$ cat src/rtl/scs8hd_rrarb3_1.sv
// Registered 3-way round-robin arbiter (A, B, C) with hold timeout.
// A and B are qualified by their enables; C is unqualified, matching an a221o AND-OR.
module scs8hd_rrarb3_1 #(
  parameter int HOLD_MAX = 15,
  parameter int CW       = 4
) (
`ifdef SC_USE_PG_PIN
  input  logic       vpwr,
  input  logic       vgnd,
  input  logic       vpb,
  input  logic       vnb,
`endif
  input  logic       CLK,
  input  logic       RESETB,
  input  logic       REQ_A,
  input  logic       EN_A,
  input  logic       REQ_B,
  input  logic       EN_B,
  input  logic       REQ_C,
  input  logic       DONE,
  output logic       GNT_A,
  output logic       GNT_B,
  output logic       GNT_C,
  output logic       BUSY,
  output logic       TMO,
  output logic       ANY,
  output logic [1:0] dbg_state_o
);

  typedef enum logic [1:0] {
    S_IDLE  = 2'd0,
    S_GRANT = 2'd1,
    S_GAP   = 2'd2
  } state_t;

  localparam logic [CW-1:0] CNT_LAST = CW'(HOLD_MAX - 1);

  state_t        state_q, state_d;
  logic [2:0]    gnt_q, gnt_d;     // bit 0 = A, bit 1 = B, bit 2 = C
  logic          busy_q, busy_d;
  logic [CW-1:0] cnt_q, cnt_d;
  logic [1:0]    last_q, last_d;   // index of the previous owner: 0 = A, 1 = B, 2 = C
  logic [2:0]    req;
  logic [2:0]    win;
  logic [1:0]    owner_idx;
  logic          owner_req;
  logic          tmo;

  assign req = {REQ_C, REQ_B & EN_B, REQ_A & EN_A};
  assign ANY = |req;

  // Rotating priority: the requester after the previous owner is searched first.
  always_comb begin
    win = 3'b000;
    case (last_q)
      2'd0: begin
        if      (req[1]) win = 3'b010;
        else if (req[2]) win = 3'b100;
        else if (req[0]) win = 3'b001;
      end
      2'd1: begin
        if      (req[2]) win = 3'b100;
        else if (req[0]) win = 3'b001;
        else if (req[1]) win = 3'b010;
      end
      default: begin
        if      (req[0]) win = 3'b001;
        else if (req[1]) win = 3'b010;
        else if (req[2]) win = 3'b100;
      end
    endcase
  end

  assign owner_idx = gnt_q[1] ? 2'd1 : (gnt_q[2] ? 2'd2 : 2'd0);
  assign owner_req = |(gnt_q & req);

  always_comb begin
    state_d = state_q;
    gnt_d   = gnt_q;
    busy_d  = busy_q;
    cnt_d   = cnt_q;
    last_d  = last_q;
    tmo     = 1'b0;
    case (state_q)
      S_GRANT: begin
        if (DONE || !owner_req || (cnt_q == CNT_LAST)) begin
          // DONE and request drop take precedence, so TMO flags only a true timeout.
          tmo     = !DONE && owner_req;
          gnt_d   = 3'b000;
          busy_d  = 1'b0;
          last_d  = owner_idx;
          state_d = S_GAP;
        end else begin
          cnt_d = cnt_q + CW'(1);
        end
      end
      default: begin
        if (|req) begin
          gnt_d   = win;
          busy_d  = 1'b1;
          cnt_d   = '0;
          state_d = S_GRANT;
        end else begin
          gnt_d   = 3'b000;
          busy_d  = 1'b0;
          state_d = S_IDLE;
        end
      end
    endcase
  end

  always_ff @(posedge CLK or negedge RESETB) begin
    if (!RESETB) begin
      state_q <= S_IDLE;
      gnt_q   <= 3'b000;
      busy_q  <= 1'b0;
      cnt_q   <= '0;
      last_q  <= 2'd2;
    end else begin
      state_q <= state_d;
      gnt_q   <= gnt_d;
      busy_q  <= busy_d;
      cnt_q   <= cnt_d;
      last_q  <= last_d;
    end
  end

  assign GNT_A       = gnt_q[0];
  assign GNT_B       = gnt_q[1];
  assign GNT_C       = gnt_q[2];
  assign BUSY        = busy_q;
  assign TMO         = tmo;
  assign dbg_state_o = state_q;

endmodule

$ cat config.mk
export PLATFORM = sky130hd
export DESIGN_NAME = scs8hd_rrarb3_1
export DESIGN_NICKNAME = d
export VERILOG_FILES = /design/src/rtl/scs8hd_rrarb3_1.sv
export SDC_FILE = /design/constraint.sdc
export NUM_CORES = 1
export LEC_CHECK = 0
export ABC_AREA = 1
export BUFFER_PORTS_ARGS = -buffer_cell sky130_fd_sc_hd__buf_4
export CORE_AREA = 2 2 39 41
export CTS_CLUSTER_DIAMETER = 100
export DETAILED_ROUTE_END_ITERATION = 6
export DIE_AREA = 0 0 41 43
export HOLD_SLACK_MARGIN = 0.15
export PLACE_DENSITY = 0.79
export SYNTH_ARGS = -nofsm -noshare
export SYNTH_HDL_FRONTEND = slang
export SYNTH_SLANG_ARGS = --single-unit
$ cat constraint.sdc
create_clock -name CLK -period 2 [get_ports CLK]
set_input_delay 0.3 -clock CLK [delete_from_list [all_inputs] [get_ports CLK]]
set_output_delay 0.3 -clock CLK [all_outputs]
set_load 0.01 [all_outputs]
==> results of run 1 <==
==> cells in the final DEF (no fill, tap or decap), drive strengths merged <==
| master | count |
|---|---|
| buf | 15 |
| dlygate4sd3 | 1 |
| nand2 | 25 |
| nand3 | 16 |
| dfrtp | 10 |
| inv | 9 |
| o21bai | 1 |
| a21boi | 1 |
| clkbuf | 4 |
| o21ai | 1 |
| dfstp | 1 |
| ha | 2 |
| xor2 | 1 |
| nand4 | 1 |
| xnor2 | 1 |
| nor2 | 10 |
==> worst register-to-register path: cells and delay by family, from the launching register on <==
family,cells,cell delay (ps)
adder cells (fa/ha/maj),1,200
AND/OR/NAND/NOR,4,490
flip-flops,1,390
buffers and inverters,1,70
==> sequential cells by signal (all words and copies together) (netlist names) <==
signal and count:
dbg_state_o 2, cnt_q 4, gnt_q 3, last_q 2
==> layer usage <==
layer	vias to the layer above	share of wire (%)	GRT usage [%]
li1	299	-	-
met1	257	41	16.3
met2	10	54	28.4
met3	0	5.5	7.85
met4	0	0	4.00
met5	-	0	0
==> power by group through the flow <==
stage	clock [W]	combinational [W]	sequential (W)
floorplan	0	0.000227	0.000357
global placement	0	0.000349	0.000349
detailed placement	0	0.000355	0.000352
CTS	0.000153	0.000357	0.000348
global route	0.000167	0.000395	0.000357
finish	0.000148	0.000353	0.000348
==> cell type report <==
cell class	instances	area (sq um)	share of cell area (%)
inverter	9	33.8	4.16
multi-input combinational	59	333	41.0
sequential	11	277	34.1
tap	16	20.0	2.47
timing repair buffer	16	123	15.1
clock buffer	4	26.3	3.24
==> per-stage QoR <==
stage | cell area [sq um] | hold slack (ps) | std cells
floorplan | 651 | 4.41 | 80
global placement | 776 | 138 | 110
detailed placement | 776 | 142 | 110
CTS | 812 | 394 | 115
global route | 812 | 424 | 115
finish | 812 | 392 | 115
==> what timing repair did <==
| action | CTS | global route |
|---|---|---|
| endpoints found under the hold margin | 11 | 0 |
| setup endpoints to repair | 0 | 0 |
| hold buffers | 1 | 0 |
==> how the worst min path moves through the flow <==
stage | cells past startpoint | startpoint | end
6_report | 2 | RESETB | dbg_state_o[0]
5_1_grt | 2 | RESETB | dbg_state_o[0]
4_1_cts | 2 | RESETB | dbg_state_o[1]
3_5_place_dp | 1 | RESETB | dbg_state_o[1]
3_3_place_gp | 1 | RESETB | dbg_state_o[0]
2_1_floorplan | 0 | RESETB | cnt_q[0]
==> cell families (layout without fill, tap and decap cells) <==
group	Yosys count	count (layout)	share of synthesized area [%]
adders and majority gates	2	2	3.85
and+or+nand+nor	52	52	41.5
xor gates and xnor gates	2	2	2.69
AOI/OAI and AO/OA	3	3	3.08
buffers and inverters	10	29	6.35
DFF	11	11	42.5
==> out/metrics.json, run 1 <==
{
  "run_status": {
    "result_of_the_run": "finished, final reports clean"
  },
  "setup_path": {
    "setup.worst_path.start": "cnt_q[0]",
    "crit_path_max_fanout": 4,
    "cp_slowest_stage_delay_ps": 410,
    "regToRegEndpoint": "cnt_q[3]",
    "cp-end-kind": "output pin",
    "reg2reg_from": "cnt_q[0]",
    "cell_with_the_largest_stage_delay_on_the_worst_path": "dfrtp_1",
    "critPathRequiredTime_ps": 1700,
    "criticalPathCategory": "flop to output pin",
    "r2r_slack_ps": 750,
    "worst_r2r_path_cells": 6,
    "critical_path.top_delay_family": "flip-flops",
    "start_kind": "flop",
    "critical_path_buf_inv_count": 2,
    "cp_num_cells": 5,
    "cp-endpoint": "TMO",
    "crit_path_cell_trace": "inv_1 > ha_1 > nand3_2 > nor2_1 > buf_4",
    "worstPathArrival_ps": 1280
  },
  "place": {
    "gp_routability_congestion": 0.819,
    "place.detailed.hpwl_um": 961,
    "detailedPlace.worstSlack_ps": 693,
    "port-buffer-count": 15
  },
  "clocking": {
    "cts.root.buffer_cell": "clkbuf_4",
    "clock_tree_from_tritoncts": "done",
    "cts_inserted_buffers": 3,
    "clk_pin_slew_worst_paths_ps": 70,
    "postCtsResizedCells": 0,
    "post-cts-setup-buffer-count": 0,
    "htree_num_levels": 1,
    "cts_num_sinks": 11,
    "clkLatencyLatePin_ps": 270,
    "max-clock-path-buffers": 2
  },
  "routing": {
    "drc": 0,
    "routed_via_density": 4.92,
    "detailed_route_iter0_violations": 17,
    "finalWirelength_um": 1220,
    "detailroute.via_count": 566,
    "drt-wirelength-per-cell_um": 10.6,
    "antenna_violating_nets_post_route": 0,
    "first_pass_iters": 4
  },
  "die": {
    "placement_row_count": 14,
    "die-width_um": 41,
    "die_y_um": 43,
    "io-pin-count": 16,
    "floorplan_die_area_sq_um": 1760,
    "placeableCoreArea_sq_um": 1380,
    "start_util_pct": 47.0
  },
  "job": {
    "cap_violations": 0
  },
  "pwr": {
    "fin_total_pwr_w": 0.000848,
    "power.combinational.fraction_pct": 41.6,
    "power.leakage_nw": 0.453,
    "p_sw_share_pct": 40.0,
    "p_clk_share_pct": 17.4,
    "power.ir.vdd_worst_uv": 573,
    "total_switching_power_w": 0.000339,
    "power_frac_seq_pct": 41.0,
    "powerDensity_nw_per_um2": 1040,
    "p_int_w": 0.000509
  },
  "synthesis": {
    "post-synth-top-count-cell": "nand2_1",
    "yosys_most_used_dff": "dfrtp_1",
    "synth_largest_type_area_fraction_pct": 38.5,
    "post_synthesis_net_count": 90,
    "synth-edff-count": 0,
    "synth_top_cell_by_area": "dfrtp_1",
    "post_synth_inst_count": 80,
    "ys_ff_latch": 11,
    "yosys.cell_types.count": 19,
    "async_flop_share_pct": 100,
    "synth_common_cells": "nand2_1, nand3_1, dfrtp_1",
    "number_of_synthesis_warnings": 0,
    "avgSynthCellArea_sq_um": 8.13,
    "ys_seq_area_share_pct": 42.5,
    "synth.cell_area_sq_um": 651,
    "ys_top_cells_by_area": "dfrtp_1, nand2_1, nand3_1, nor2_1, dfstp_2"
  },
  "sta": {
    "hold_viol": 0,
    "setup_total_negative_slack_ps": 0,
    "max_clock_freq_mhz": 634,
    "slew_viol_final": 0,
    "skew_ps": 7.61,
    "finalSetupViolations": 0,
    "rsz_0062_raised_after_global_routing": "no",
    "worst-slew-pin-transition_ps": 180,
    "fin_crit_sh_pct": 78.9,
    "timing.final.crit_period_ps": 1580,
    "worst_slew_margin_rel_pct": 87.9,
    "postLayoutSetupSlackWorst_ps": 421
  },
  "global_routing": {
    "grt_start_max_net_pins": 12,
    "grt_overflow_total": 0,
    "grt_first_pass_wirelength_um": 1950,
    "grt_pass1_vias": 501,
    "initial_antenna_violation_count": 0,
    "global_route.usage.total_pct": 16.3
  },
  "hold_path": {
    "hold_path.class": "input pin to asynchronous set/reset pin"
  },
  "cells_and_area": {
    "layout.core_utilization_pct": 58.7,
    "filler_cell_count": 121,
    "drive_gt1_share_pct": 28.3,
    "antenna_cells_inserted": 0,
    "syn_to_final_growth_pct": 24.8,
    "finish.net_count": 110
  }
}
Power figures use the tool's default switching activity.
==> run 2, diff against run 1 <==
Settings changed: CORE_AREA 2 2 39 41 to unset, CORE_MARGIN set to 2, CORE_UTILIZATION set to 45, DIE_AREA 0 0 41 43 to unset, PLACE_DENSITY 0.79 to 0.77.
Clock period 2 ns to 1.41 ns, I/O delays scaled along.
==> run 2 against run 1 <==
The flow now finishes with violations (negative setup slack). Power is 55% higher. Clock power up 43%. Critical path depth unchanged. Cell count increased by 6.1%. Sequential cell count unchanged. Sequential power increased by 40%. Die area increased by 0.18%. Register-to-register slack lost 630 ps. First-iteration DRC count fell by 18%. Wire length grew 25%. Setup slack got worse by 420 ps. Critical endpoint unchanged. Highest routed layer unchanged.
==> out/metrics.json, run 2 (synthesis gave the netlist of run 1 again) <==
{
  "global_routing": {
    "grt_first_pass_wirelength": {"value": 2390, "unit": "um", "change": "+22%"},
    "grt_start_max_net_pins": {"value": 12, "change": "unchanged"},
    "initial_antenna_violation_count": {"value": 0, "change": "unchanged"},
    "global_route.usage.total": {"value": 17.4, "unit": "%", "change": "+1.1 points"},
    "grt_overflow_total": {"value": 0, "change": "unchanged"},
    "grt_pass1_vias": {"value": 605, "change": "+21%"}
  },
  "sta": {
    "postLayoutSetupSlackWorst": {"value": -2.83, "unit": "ps", "change": "-424 ps"},
    "worst_slew_margin_rel": {"value": 85.7, "unit": "%", "change": "-2.3 points"},
    "hold_viol": {"value": 0, "change": "unchanged"},
    "skew": {"value": 8.25, "unit": "ps", "change": "+0.637 ps"},
    "timing.final.crit_period_ps": 1410,
    "finalSetupViolations": {"value": 1, "change": "+1"},
    "worst-slew-pin-transition": {"value": 213, "unit": "ps", "change": "+32.5 ps"},
    "fin_crit_sh_pct": 100,
    "rsz_0062_raised_after_global_routing": "yes",
    "slew_viol_final": {"value": 0, "change": "unchanged"},
    "setup_total_negative_slack": {"value": -2.83, "unit": "ps", "change": "-2.83 ps"},
    "fin_hold_ws": {"value": 310, "unit": "ps", "change": "-82.2 ps"},
    "max_clock_freq_mhz": 708
  },
  "routing": {
    "drc": {"value": 0, "change": "unchanged"},
    "detailed_routing_wirelength_on_met1": {"value": 619, "unit": "um", "change": "+25%"},
    "antenna_violating_nets_post_route": {"value": 0, "change": "unchanged"},
    "drt-wirelength-per-cell": {"value": 12.5, "unit": "um", "change": "+18%"},
    "detailroute.via_count": {"value": 638, "change": "+13%"},
    "routed_via_density": {"value": 5.23, "change": "+6.3%"},
    "detailed_route_iter0_violations": {"value": 14, "change": "-3"},
    "first_pass_iters": {"value": 4, "change": "unchanged"},
    "finalWirelength": {"value": 1520, "unit": "um", "change": "+25%"},
    "dr.max_layer_used": "met3",
    "met2_routed_wirelength": {"value": 831, "unit": "um", "change": "+27%"},
    "met3_length": {"value": 73, "unit": "um", "change": "+9.0%"}
  },
  "setup_path": {
    "cell_with_the_largest_stage_delay_on_the_worst_path": "dfrtp_1",
    "crit_path_cell_trace": "inv_2 > ha_4 > nand3_2 > nor2_1 > buf_4",
    "regToRegEndpoint": "cnt_q[2]",
    "r2r_slack": {"value": 120, "unit": "ps", "change": "-630 ps"},
    "worst_r2r_path_cells": {"value": 6, "change": "unchanged"},
    "worstPathArrival": {"value": 1200, "unit": "ps", "change": "-80 ps"},
    "reg2reg_from": "cnt_q[1]",
    "start_kind": "flop",
    "cp-end-kind": "output pin",
    "critPathRequiredTime": {"value": 1200, "unit": "ps", "change": "-500 ps"},
    "cp_slowest_stage_delay": {"value": 390, "unit": "ps", "change": "-20 ps"},
    "criticalPathCategory": "flop to output pin",
    "crit_path_max_fanout": {"value": 2, "change": "-2"}
  },
  "cells_and_area": {
    "layout_common_cells": "nand2_1, buf_4, nand3_1",
    "combined_area_of_the_multi_input_logic_cells": {"value": 345, "unit": "sq um", "change": "+3.8%"},
    "seq_area": {"value": 277, "unit": "sq um", "change": "unchanged"},
    "registers.top_by_ff_count": "cnt_q",
    "filler_cell_count": {"value": 108, "change": "-11%"},
    "layout_commonest_cell": "nand2_1",
    "layoutNonFillerInstCount": {"value": 122, "change": "+6.1%"},
    "largest_register_ffs": {"value": 4, "change": "unchanged"},
    "antenna_cells_inserted": {"value": 0, "change": "unchanged"},
    "largest_registers_ranked_by_flip_flop_count": "cnt_q (4), gnt_q (3)",
    "syn_to_final_growth_pct": 35.8,
    "finish.net_count": {"value": 118, "change": "+7.3%"},
    "drive_gt1_share": {"value": 35.5, "unit": "%", "change": "+7.2 points"}
  },
  "clocking": {
    "htree_num_levels": {"value": 1, "change": "unchanged"},
    "cts.root.buffer_cell": "clkbuf_4",
    "clk_pin_slew_worst_paths": {"value": 70, "unit": "ps", "change": "about the same"},
    "clock_tree_from_tritoncts": "done",
    "clkLatencyLatePin": {"value": 270, "unit": "ps", "change": "about the same"},
    "cts_inserted_buffers": {"value": 3, "change": "unchanged"},
    "max-clock-path-buffers": {"value": 2, "change": "unchanged"},
    "cts_num_sinks": {"value": 11, "change": "unchanged"}
  },
  "run_status": {
    "violations_in_the_final_reports": "negative setup slack",
    "result_of_the_run": "finished, violations left"
  },
  "pwr": {
    "power.ir.vdd_worst": {"value": 692, "unit": "uV", "change": "+21%"},
    "powerDensity": {"value": 1490, "unit": "nW/um^2", "change": "+43%"},
    "power.leakage": {"value": 0.495, "unit": "nW", "change": "+9.2%"}
  },
  "die": {
    "start_util": {"value": 48.8, "unit": "%", "change": "+1.8 points"},
    "die_y": {"value": 42.0, "unit": "um", "change": "-2.3%"},
    "placement_row_count": {"value": 13, "change": "-1"},
    "die-width": {"value": 42.0, "unit": "um", "change": "+2.5%"},
    "placeableCoreArea": {"value": 1330, "unit": "sq um", "change": "-3.6%"},
    "io-pin-count": {"value": 16, "change": "unchanged"},
    "floorplan_die_area": {"value": 1770, "unit": "sq um", "change": "+0.18%"}
  },
  "job": {
    "cap_violations": {"value": 0, "change": "unchanged"}
  },
  "place": {
    "gp_routability_congestion": {"value": 0.798, "change": "-2.5%"},
    "placed_cells_incl_taps": {"value": 109, "change": "-0.91%"},
    "place.detailed.hpwl": {"value": 1020, "unit": "um", "change": "+6.7%"},
    "port-buffer-count": {"value": 15, "change": "unchanged"}
  },
  "hold_path": {
    "hold_path.class": "input pin to asynchronous set/reset pin"
  }
}
==> run 2: changes by cell type in the layout (fill, tap and decap cells not counted), sizes merged <==
cell,previous run,this run
buf,15,23
==> run 2: cell type report <==
type	count	area share (%)
multi-input cells	59	39.1
flip-flops and latches	11	31.3
inverters	9	3.82
repair buffers	24	20.7
clock buffers	4	2.97
well taps	15	2.12
==> run 2: per-layer routing <==
metal | track usage (%) | up-vias
met5 | 0 | -
met4 | 3.13 | 0
met3 | 8.19 | 0
met2 | 31.6 | 12
met1 | 18.6 | 316
li1 | - | 310
==> run 2: power breakdown <==
part           switching [W]  leakage, nW  internal, W
registers          0.0000745        0.143     0.000413
logic               0.000349        0.336     0.000270
clock network       0.000101       0.0150     0.000109
==> run 2: critical path: cells and delay by family (launching register included) <==
| family | cells | cell delay, ps |
|---|---|---|
| buffers and inverters | 2 | 220 |
| DFF | 1 | 390 |
| adders and majority gates | 1 | 130 |
| and+or+nand+nor | 2 | 200 |
==> run 2: worst max-delay path by stage <==
stage             start         to  depth (start not counted)
6_report       cnt_q[0]        TMO                          5
5_1_grt        cnt_q[0]        TMO                          5
4_1_cts        gnt_q[2]        TMO                          5
3_5_place_dp   cnt_q[0]  last_q[0]                          7
3_3_place_gp   cnt_q[0]        TMO                          5
2_1_floorplan  cnt_q[0]  last_q[0]                          7
==> run 2: what timing repair did <==
action,4_1_cts,5_1_grt
gates resized for setup,0,3
endpoints found under the hold margin,11,0
buffers inserted,4,4
hold buffers,1,0
setup endpoints to repair,1,1
gates cloned,0,0
pin swaps,2,2
==> run 2: stage by stage <==
| step | instance area [sq um] | power, W | setup WS [ps] | util [%] |
|---|---|---|---|---|
| floorplan | 651 | 0.000828 | 244 | - |
| global placement | 774 | 0.000988 | 200 | 58.1 |
| detailed placement | 774 | 0.00101 | 158 | 58.1 |
| CTS | 841 | 0.00127 | 0.439 | 63.0 |
| global route | 883 | 0.00140 | -51.9 | 66.2 |
| finish | 883 | 0.00132 | -2.83 | 66.2 |
==> run 3, diff against run 2 <==
Settings changed: CORE_UTILIZATION 45 to 35, PLACE_DENSITY 0.77 to 0.63.
==> run 3 against run 2 <==
The run now ends clean. Clock skew is 3.9 ps lower. Fmax is 2.4% higher. Hold slack worse by 11 ps. Non-clock buffer count grew 1. Critical path depth unchanged. First-iteration DRC count shrank 64%. Sequential power about the same. Register-to-register slack better by 20 ps. Sequential share of layout area decreased by 1.6 points. Cell area up 5.4%.
==> out/metrics.json, run 3 (synthesis gave the netlist of run 1 again) <==
{
  "routing": {
    "met3_length": {"value": 49, "unit": "um", "change": "-33%"},
    "detailroute.via_count": {"value": 598, "change": "-6.3%"},
    "dr.max_layer_used": "met4",
    "antenna_violating_nets_post_route": {"value": 0, "change": "unchanged"},
    "finalWirelength": {"value": 1460, "unit": "um", "change": "-4.4%"},
    "drt-wirelength-per-cell": {"value": 11.0, "unit": "um", "change": "-12%"},
    "routed_via_density": {"value": 4.50, "change": "-14%"},
    "detailed_route_iter0_violations": {"value": 5, "change": "-9"},
    "drc": {"value": 0, "change": "unchanged"},
    "met2_routed_wirelength": {"value": 704, "unit": "um", "change": "-15%"},
    "detailed_routing_wirelength_on_met1": {"value": 666, "unit": "um", "change": "+7.6%"},
    "first_pass_iters": {"value": 4, "change": "unchanged"}
  },
  "die": {
    "io-pin-count": {"value": 16, "change": "unchanged"},
    "start_util": {"value": 37.3, "unit": "%", "change": "-12 points"},
    "floorplan_die_area": {"value": 2220, "unit": "sq um", "change": "+26%"},
    "die-width": {"value": 47.1, "unit": "um", "change": "+12%"},
    "die_y": {"value": 47.1, "unit": "um", "change": "+12%"},
    "placement_row_count": {"value": 15, "change": "+2"},
    "placeableCoreArea": {"value": 1750, "unit": "sq um", "change": "+31%"}
  },
  "cells_and_area": {
    "syn_to_final_growth_pct": 43.1,
    "antenna_cells_inserted": {"value": 0, "change": "unchanged"},
    "finish.net_count": {"value": 119, "change": "+0.85%"},
    "largest_registers_ranked_by_flip_flop_count": "cnt_q (4), gnt_q (3)",
    "layout_common_cells": "nand2_1, buf_4, nand3_1, dfrtp_1, nor2_1",
    "largest_register_ffs": {"value": 4, "change": "unchanged"},
    "final_cell_area": {"value": 931, "unit": "sq um", "change": "+5.4%"},
    "drive_gt1_share": {"value": 40.7, "unit": "%", "change": "+5.2 points"},
    "layout.core_utilization": {"value": 53.3, "unit": "%", "change": "-13 points"},
    "registers.top_by_ff_count": "cnt_q"
  },
  "sta": {
    "timing.final.crit_period": {"value": 1380, "unit": "ps", "change": "-32.8 ps"},
    "skew": {"value": 4.38, "unit": "ps", "change": "-3.86 ps"},
    "worst_slew_margin_rel": {"value": 87.7, "unit": "%", "change": "+2.0 points"},
    "max_clock_freq": {"value": 725, "unit": "MHz", "change": "+2.4%"},
    "rsz_0062_raised_after_global_routing": "yes",
    "worst-slew-pin-transition": {"value": 184, "unit": "ps", "change": "-28.7 ps"},
    "slew_viol_final": {"value": 0, "change": "unchanged"},
    "finalSetupViolations": {"value": 0, "change": "-1"},
    "hold_viol": {"value": 0, "change": "unchanged"},
    "fin_crit_sh": {"value": 97.9, "unit": "%", "change": "-2.3 points"}
  },
  "setup_path": {
    "cp-end-kind": "output pin",
    "worstPathArrival": {"value": 1170, "unit": "ps", "change": "-30 ps"},
    "criticalPathCategory": "flop to output pin",
    "crit_path_max_fanout": {"value": 2, "change": "unchanged"},
    "start_kind": "flop",
    "critPathRequiredTime": {"value": 1200, "unit": "ps", "change": "about the same"}
  },
  "clocking": {
    "cts.root.buffer_cell": "clkbuf_4",
    "cts_num_sinks": {"value": 11, "change": "unchanged"},
    "max-clock-path-buffers": {"value": 2, "change": "unchanged"},
    "clk_pin_slew_worst_paths": {"value": 70, "unit": "ps", "change": "about the same"},
    "htree_num_levels": {"value": 1, "change": "unchanged"},
    "cts_inserted_buffers": {"value": 3, "change": "unchanged"},
    "clock_tree_from_tritoncts": "done",
    "clkLatencyLatePin": {"value": 280, "unit": "ps", "change": "about the same"}
  },
  "global_routing": {
    "grt_overflow_total": {"value": 0, "change": "unchanged"},
    "grt_first_pass_wirelength": {"value": 2190, "unit": "um", "change": "-8.4%"},
    "initial_antenna_violation_count": {"value": 0, "change": "unchanged"},
    "global_route.usage.total": {"value": 14.7, "unit": "%", "change": "-2.7 points"},
    "grt_start_max_net_pins": {"value": 12, "change": "unchanged"},
    "grt_pass1_vias": {"value": 529, "change": "-13%"}
  },
  "pwr": {
    "powerDensity": {"value": 1440, "unit": "nW/um^2", "change": "-3.1%"},
    "power.leakage": {"value": 0.500, "unit": "nW", "change": "+1.2%"},
    "power.ir.vdd_worst": {"value": 557, "unit": "uV", "change": "-20%"}
  },
  "run_status": {
    "result_of_the_run": "finished, final reports clean"
  },
  "place": {
    "gp_routability_congestion": {"value": 0.749, "change": "-6.1%"},
    "detailed_place.area": {"value": 795, "unit": "sq um", "change": "+2.6%"},
    "port-buffer-count": {"value": 15, "change": "unchanged"},
    "place.detailed.hpwl": {"value": 1040, "unit": "um", "change": "+1.7%"}
  },
  "job": {
    "cap_violations": {"value": 0, "change": "unchanged"}
  },
  "hold_path": {
    "hold_path.class": "input pin to asynchronous set/reset pin"
  }
}
-- run 3: changes by cell type in the layout (fill, tap and decap cells not counted), sizes merged --
| cell | previous run | this run |
|---|---|---|
| buf | 23 | 24 |
-- run 3: what timing repair did --
action                                 in CTS  in global routing
hold buffers                                1                  0
gates resized for setup                     5                  4
setup buffers                               7                  1
pin swaps                                   4                  3
endpoints found under the hold margin      11                  0
setup endpoints to repair                   1                  1
-- run 3: routing by layer --
metal  global-route usage [%]  vias up
li1                         -      311
met3                     3.46        5
met1                     17.2      269
met5                        0        -
met2                     24.7       13
met4                     8.33        0
-- run 3: power breakdown --
| part | internal (W) | leakage (nW) | total (W) | switching (W) |
|---|---|---|---|---|
| combinational | 0.000285 | 0.342 | 0.000632 | 0.000348 |
| clock | 0.000110 | 0.0150 | 0.000223 | 0.000114 |
| sequential | 0.000413 | 0.143 | 0.000489 | 0.0000765 |
-- run 3: worst paths after layout --
kind | startpoint | endpoint | slack [ps] | depth (start not counted)
max in group asynchronous | RESETB | last_q[1] | 880 | 2
min in group CLK | DONE | dbg_state_o[0] | 320 | 4
worst min-delay path | RESETB | cnt_q[1] | 300 | 2
worst min register to register | last_q[1] | last_q[1] | 490 | 2
worst max register to register | cnt_q[0] | last_q[0] | 140 | 8
worst max-delay path | cnt_q[0] | TMO | 30 | 5
-- run 3: area by class of cell --
type / instances / area [sq um]
fillers: 168 / 815
multi-input cells: 59 / 373
flip-flops and latches: 11 / 277
repair buffers: 25 / 190
inverters: 9 / 33.8
well taps: 25 / 31.3
clock buffers: 4 / 26.3
-- run 3: critical path: stages, from the launching register on --
cell,delay (ps)
dfrtp_1,390
inv_2,80
ha_4,120
nand3_2,90
nor2_2,90
buf_4,120
-- run 3: stage by stage --
| stage | cells | hold slack (ps) | setup TNS [ps] | setup slack, ps | power (W) |
|---|---|---|---|---|---|
| final | 133 | 299 | 0 | 29.9 | 0.00134 |
| after global routing | 133 | 330 | -27.5 | -27.5 | 0.00145 |
| after CTS | 132 | 298 | 0 | 2.33 | 0.00133 |
| after detailed placement | 120 | 55.8 | 0 | 142 | 0.00102 |
| after global placement | 120 | 54.5 | 0 | 171 | 0.00102 |
| after floorplan | 80 | -84.1 | 0 | 244 | 0.000828 |
